==> config.mk <==
export PLATFORM = sky130hd
export DESIGN_NAME = nms_corner_select_flat
export DESIGN_NICKNAME = d
export VERILOG_FILES = /design/src/rtl/nms_corner_select_if.sv /design/src/rtl/nms_corner_select.sv /design/src/flat_wrapper.sv
export SDC_FILE = /design/constraint.sdc
export NUM_CORES = 1
export LEC_CHECK = 0
export BUFFER_PORTS_ARGS = -buffer_cell sky130_fd_sc_hd__buf_2
export CAP_MARGIN = 20
export CORE_MARGIN = 4
export CORE_UTILIZATION = 58
export DETAILED_ROUTE_END_ITERATION = 12
export PLACE_DENSITY_LB_ADDON = 0.25
export SLEW_MARGIN = 20
export SYNTH_ARGS = -nofsm -noshare
export SYNTH_HDL_FRONTEND = slang
export SYNTH_SLANG_ARGS = --single-unit
==> constraint.sdc <==
create_clock -name clk -period 4.73 [get_ports clk]
set_clock_uncertainty 0.15 [all_clocks]
set_input_delay 0.7095 -clock clk [delete_from_list [all_inputs] [get_ports clk]]
set_output_delay 0.7095 -clock clk [all_outputs]
set_load 0.05 [all_outputs]
==> src/rtl/nms_corner_select_if.sv <==
// Output stream of the NMS corner selector: one surviving corner per beat.
// Uses a valid/ready handshake; the design drives the master side.
interface nms_corner_select_if;
    logic        out_valid;
    logic        out_ready;
    logic [9:0]  out_x;
    logic [9:0]  out_y;
    logic [12:0] out_score;

    modport master (output out_valid, out_x, out_y, out_score, input out_ready);
    modport slave  (input out_valid, out_x, out_y, out_score, output out_ready);
endinterface

==> src/rtl/nms_corner_select.sv <==
// Non-maximum-suppression decision stage: keeps 3x3-window local maxima and queues them
// as (x, y, score) in an output FIFO, with per-frame corner count and drop flag.
module nms_corner_select #(
    parameter int FIFO_DEPTH = 16,
    parameter int CNT_W      = 16
) (
    input  logic                 clk,
    input  logic                 rst,
    input  logic                 ce_i,
    input  logic                 frame_start_i,
    input  logic                 win_vld_i,
    input  logic [33:0]          w00_i,
    input  logic [33:0]          w01_i,
    input  logic [33:0]          w02_i,
    input  logic [33:0]          w10_i,
    input  logic [33:0]          w11_i,
    input  logic [33:0]          w12_i,
    input  logic [33:0]          w20_i,
    input  logic [33:0]          w21_i,
    input  logic [33:0]          w22_i,
    nms_corner_select_if.master  out_if,
    output logic [CNT_W-1:0]     corner_cnt_o,
    output logic                 overflow_o
);

    localparam int            AW      = $clog2(FIFO_DEPTH);
    localparam logic [AW:0]   DEPTH_C = (AW+1)'(FIFO_DEPTH);

    // Stage 1 state
    logic [9:0]  x1_q, y1_q;
    logic [12:0] score1_q;
    logic        vld1_q, isc1_q;
    logic [7:0]  cmp1_q;
    logic [7:0]  cmp_d;

    // Stage 2 state
    logic [9:0]  x2_q, y2_q;
    logic [12:0] score2_q;
    logic        is_max_q;

    // FIFO state
    logic [32:0]     mem_q [FIFO_DEPTH];
    logic [AW-1:0]   wr_ptr_q, rd_ptr_q;
    logic [AW:0]     count_q;
    logic [CNT_W-1:0] corner_cnt_q;
    logic            overflow_q;

    logic        push_w, pop_w, full_w, wr_en_w, valid_w;
    logic [32:0] head_w;
    logic [12:0] s11_w;

    // Earlier neighbours need strict '>' and later ones '>=', so of two equal
    // adjacent maxima only the raster-earlier one survives.
    assign s11_w = w11_i[12:0];
    assign cmp_d = {s11_w >= w22_i[12:0], s11_w >= w21_i[12:0],
                    s11_w >= w20_i[12:0], s11_w >= w12_i[12:0],
                    s11_w >  w10_i[12:0], s11_w >  w02_i[12:0],
                    s11_w >  w01_i[12:0], s11_w >  w00_i[12:0]};

    always_ff @(posedge clk) begin
        if (rst) begin
            x1_q     <= '0;
            y1_q     <= '0;
            score1_q <= '0;
            vld1_q   <= 1'b0;
            isc1_q   <= 1'b0;
            cmp1_q   <= '0;
            x2_q     <= '0;
            y2_q     <= '0;
            score2_q <= '0;
            is_max_q <= 1'b0;
        end else if (ce_i) begin
            // NOTE: non-blocking assignments let stage 2 see the old stage-1 values on this edge.
            x1_q     <= w11_i[33:24];
            y1_q     <= w11_i[23:14];
            score1_q <= w11_i[12:0];
            vld1_q   <= win_vld_i;
            isc1_q   <= w11_i[13];
            cmp1_q   <= cmp_d;
            x2_q     <= x1_q;
            y2_q     <= y1_q;
            score2_q <= score1_q;
            is_max_q <= vld1_q & isc1_q & (score1_q != '0) & (&cmp1_q);
        end
    end

    // A decision held while ce=0 is pushed only once, on the next enabled edge.
    assign push_w  = ce_i & is_max_q;
    assign valid_w = (count_q != '0);
    assign pop_w   = valid_w & out_if.out_ready;
    assign full_w  = (count_q == DEPTH_C);
    assign wr_en_w = push_w & (~full_w | pop_w);

    // NOTE: storage has no reset; out_valid gates every read, so stale contents never leak.
    always_ff @(posedge clk) begin
        if (wr_en_w) mem_q[wr_ptr_q] <= {x2_q, y2_q, score2_q};
    end

    always_ff @(posedge clk) begin
        if (rst) begin
            wr_ptr_q <= '0;
            rd_ptr_q <= '0;
            count_q  <= '0;
        end else begin
            if (wr_en_w) wr_ptr_q <= wr_ptr_q + 1'b1;
            if (pop_w)   rd_ptr_q <= rd_ptr_q + 1'b1;
            case ({wr_en_w, pop_w})
                2'b10:   count_q <= count_q + 1'b1;
                2'b01:   count_q <= count_q - 1'b1;
                default: count_q <= count_q;
            endcase
        end
    end

    // Drop in the same cycle as frame_start still flags, so no loss goes unreported.
    always_ff @(posedge clk) begin
        if (rst) begin
            corner_cnt_q <= '0;
            overflow_q   <= 1'b0;
        end else begin
            if (frame_start_i)
                corner_cnt_q <= push_w ? CNT_W'(1) : '0;
            else if (push_w && corner_cnt_q != '1)
                corner_cnt_q <= corner_cnt_q + 1'b1;

            if (push_w && full_w && !pop_w)
                overflow_q <= 1'b1;
            else if (frame_start_i)
                overflow_q <= 1'b0;
        end
    end

    assign head_w           = mem_q[rd_ptr_q];
    assign out_if.out_valid = valid_w;
    assign out_if.out_x     = valid_w ? head_w[32:23] : '0;
    assign out_if.out_y     = valid_w ? head_w[22:13] : '0;
    assign out_if.out_score = valid_w ? head_w[12:0]  : '0;
    assign corner_cnt_o     = corner_cnt_q;
    assign overflow_o       = overflow_q;

endmodule

==> src/flat_wrapper.sv <==
// flat-port wrapper written by rule: the top's interface ports become plain ports
module nms_corner_select_flat 
#(
    parameter int FIFO_DEPTH = 16,
    parameter int CNT_W      = 16
)
  (clk, rst, ce_i, frame_start_i, win_vld_i, w00_i, w01_i, w02_i, w10_i, w11_i, w12_i, w20_i, w21_i, w22_i, corner_cnt_o, overflow_o, out_if_out_valid, out_if_out_x, out_if_out_y, out_if_out_score, out_if_out_ready);
  nms_corner_select_if out_if_i ();
  input  logic clk;
  input  logic rst;
  input  logic ce_i;
  input  logic frame_start_i;
  input  logic win_vld_i;
  input  logic [33:0] w00_i;
  input  logic [33:0] w01_i;
  input  logic [33:0] w02_i;
  input  logic [33:0] w10_i;
  input  logic [33:0] w11_i;
  input  logic [33:0] w12_i;
  input  logic [33:0] w20_i;
  input  logic [33:0] w21_i;
  input  logic [33:0] w22_i;
  output logic [CNT_W-1:0] corner_cnt_o;
  output logic overflow_o;
  output wire logic [$bits(out_if_i.out_valid)-1:0] out_if_out_valid;
  output wire logic [$bits(out_if_i.out_x)-1:0] out_if_out_x;
  output wire logic [$bits(out_if_i.out_y)-1:0] out_if_out_y;
  output wire logic [$bits(out_if_i.out_score)-1:0] out_if_out_score;
  input wire logic [$bits(out_if_i.out_ready)-1:0] out_if_out_ready;
  assign out_if_out_valid = out_if_i.out_valid;
  assign out_if_out_x = out_if_i.out_x;
  assign out_if_out_y = out_if_i.out_y;
  assign out_if_out_score = out_if_i.out_score;
  assign out_if_i.out_ready = out_if_out_ready;
  nms_corner_select #(.FIFO_DEPTH(FIFO_DEPTH), .CNT_W(CNT_W)) u_core (.clk(clk), .rst(rst), .ce_i(ce_i), .frame_start_i(frame_start_i), .win_vld_i(win_vld_i), .w00_i(w00_i), .w01_i(w01_i), .w02_i(w02_i), .w10_i(w10_i), .w11_i(w11_i), .w12_i(w12_i), .w20_i(w20_i), .w21_i(w21_i), .w22_i(w22_i), .out_if(out_if_i), .corner_cnt_o(corner_cnt_o), .overflow_o(overflow_o));
endmodule
==> results_dict.tcl <==
set metrics [dict create \
    status "finished, final reports clean" \
    post_cts_buffers 0 \
    rsz0062_at_grt "no" \
    grt_max_degree 60 \
    fin_crit_sh_pct 86.0 \
    crit_type "register to output port" \
    clk_pin_slew_worst_paths_ns 0.06 \
    synthToLayoutAreaGrowth_pct 14.1 \
    slowest_delay_ns 0.65 \
    avgSynthCellArea_sq_um 17.0 \
    cp.depth 5 \
    tritoncts "done" \
    overflow 0 \
    synth_edf_count 528 \
    ctsResizeCount 0 \
    ys.warnings.count 0 \
    ir_drop_mv 0.462 \
    row_count 78 \
    nets 2224 \
    wl_per_cell_um 24.5 \
    routabilityCongestion 0.853 \
    ys_async_sr_fraction_pct 0 \
    cts_hold_buf 0 \
    yosys.area.top_type_share_pct 59.0 \
    period_needed_ns 4.07 \
    crit_path_max_fanout 21 \
    required_ns 3.87 \
    synth_nets 2003 \
    drive_gt1_share_pct 27.4 \
    start_kind "register" \
    grt_pass1_vias 15500 \
    yosysMostFrequentCell "edfxtp_1" \
    via_per_inst 6.02 \
    setup_viol 0 \
    drcViolationCount 0 \
    drv_cap 0 \
    top_usage_layer "met2" \
    netlist_instances 1579 \
    tns_ns 0 \
    reg2reg_depth 5 \
    synth-seq-cells 639 \
    slowest_stage "dfxtp_4" \
    clock.fmax_mhz 246 \
    post-route-cell-area_sq_um 30700 \
    synth_top_area_cell "edfxtp_1" \
    synth_area_leaders "edfxtp_1, mux4_2, dfxtp_1" \
    worstPathCellList "buf_4, mux4_2, mux4_2, nor2b_1, buf_2" \
    use_met3_pct 3.71 \
    wl_um 60100 \
    ios 363 \
    whs_ns 0.192 \
    netlist_area_sq_um 26900 \
    cts_buffers 60 \
    grtUsageMet2_pct 42.0 \
    clock-sinks 639 \
    yosysUniqueCellTypes 50 \
    num_vias 14800 \
    antenna_found_initial 0 \
    cp_top_family "multiplexers" \
    htree_levels 2 \
    die_w_um 223 \
    floorplan.initialDensity_pct 59.0 \
    worst_pin_slew_ns 1.15 \
    io_buffers 194 \
    maxSlewHeadroom_pct 23.6 \
    grtUsageTotal_pct 24.5 \
    clk_path_buf_depth 3 \
    core_area_sq_um 45600 \
    end_kind "output port" \
    critPathMostFrequentCell "mux4_2" \
    slew_viol_final 0 \
    insertion_delay_ns 0.61 \
    hp-class "input pin to register" \
    p_per_area_nw_per_um2 467 \
    dr.pass1.iters 5 \
    finalHoldViolations 0 \
    dpl_cell_area_sq_um 28700 \
    grt_util_met1_pct 33.2 \
    synth_commonest_cells "edfxtp_1, mux4_2, nor2_1" \
    ant_nets 0 \
    ys_seq_area_share_pct 67.3 \
    synthFlopType "edfxtp_1" \
    leakagePower_uw 0.0102 \
    drt-initial-drc-count 1545 \
    cp_num_buf_inv 2 \
    fp.dieH_um 223 \
    grt_pass1_wl_um 93000 \
    arrival_ns 3.21 \
    die_area_sq_um 49800 \
    whs_path_depth 3 \
    p_total_uw 14300 \
    hpwl_um 35500 \
    root_buffer "clkbuf_16" \
]
[state kept, by name, indices dropped and copies added (netlist names), named ones only]
register / count
u_core.y2_q: 10
u_core.corner_cnt_o: 16
u_core.score1_q: 13
u_core.vld1_q: 1
u_core.y1_q: 10
u_core.mem_q: 528
u_core.rd_ptr_q: 4
u_core.is_max_q: 1
u_core.cmp1_q: 8
u_core.overflow_o: 1
u_core.x1_q: 10
u_core.count_q: 5
u_core.x2_q: 10
u_core.wr_ptr_q: 4
u_core.isc1_q: 1
u_core.score2_q: 13
[layout make-up]
| class | count | area (sq um) |
|---|---|---|
| Sequential cell | 639 | 18100 |
| Fill cell | 2958 | 14900 |
| Multi-Input combinational cell | 766 | 8210 |
| Clock buffer | 79 | 1620 |
| Timing Repair Buffer | 224 | 1290 |
| Tap cell | 600 | 751 |
| Inverter | 109 | 409 |
| Clock inverter | 33 | 300 |
| Antenna cell | 2 | 5.00 |
[routing by layer]
layer / vias up / wire length (um)
met5: - / 0
met4: 0 / 1480
met3: 91 / 4240
met2: 642 / 30800
met1: 7454 / 23600
li1: 6584 / -
[power by group]
| group | internal (uW) | switching, uW | total, uW |
|---|---|---|---|
| registers | 6120 | 151 | 6270 |
| logic | 1220 | 2140 | 3350 |
| clock network | 2690 | 2020 | 4700 |
| total | 10000 | 4310 | 14300 |
[cells in the final DEF (no fill, tap or decap), drive strengths merged, types with 21 or more instances in the layout]
cell type  Yosys  layout
nor2b         47      47
mux4         165     165
mux2i         69      69
a21oi         37      37
nand2         36      36
inv          109     112
clkbuf        31      79
edfxtp       528     528
ha           112     112
nor2         131     131
buf           34     224
o21ai         25      25
nand4         21      21
clkinv         0      23
dfxtp        111     111
[path summary, 6_finish.rpt]
path / from / end / slack (ns)
setup / recovery: register / out_if_out_y[4] / 0.66
hold / removal: w11_i[31] / u_core.x1_q[7] / 0.19
setup reg to reg: u_core.count_q[2] / u_core.mem_q[9][21] / 1.68
hold reg to reg: u_core.cmp1_q[0] / u_core.cmp1_q[0] / 0.33
[stage by stage]
stage	std cells	util [%]	setup slack, ns
floorplan	1579	-	0.642
global placement	2338	63.1	1.22
detailed placement	2338	63.1	1.21
CTS	2450	67.3	0.554
global route	2450	67.3	0.440
finish	2452	67.3	0.664
[worst min-delay path, stage by stage]
cell and delay, ns:
buf_2 0.07, mux2i_1 0.06, nor2_1 0.08
[cells by family (layout without fill, tap and decap cells)]
kind of cell,count (synthesis),in the layout,share of synthesized area [%]
multiplexers,234,234,16.4
adder cells (fa/ha/maj),112,112,5.21
AND/OR/NAND/NOR,287,287,5.17
flip-flops,639,639,67.3
XOR/XNOR,23,23,0.750
other,0,2,0
buffers and inverters,174,445,2.64
AO/OA/AOI/OAI,110,110,2.57
No activity file was read; power rests on OpenSTA's default activity.
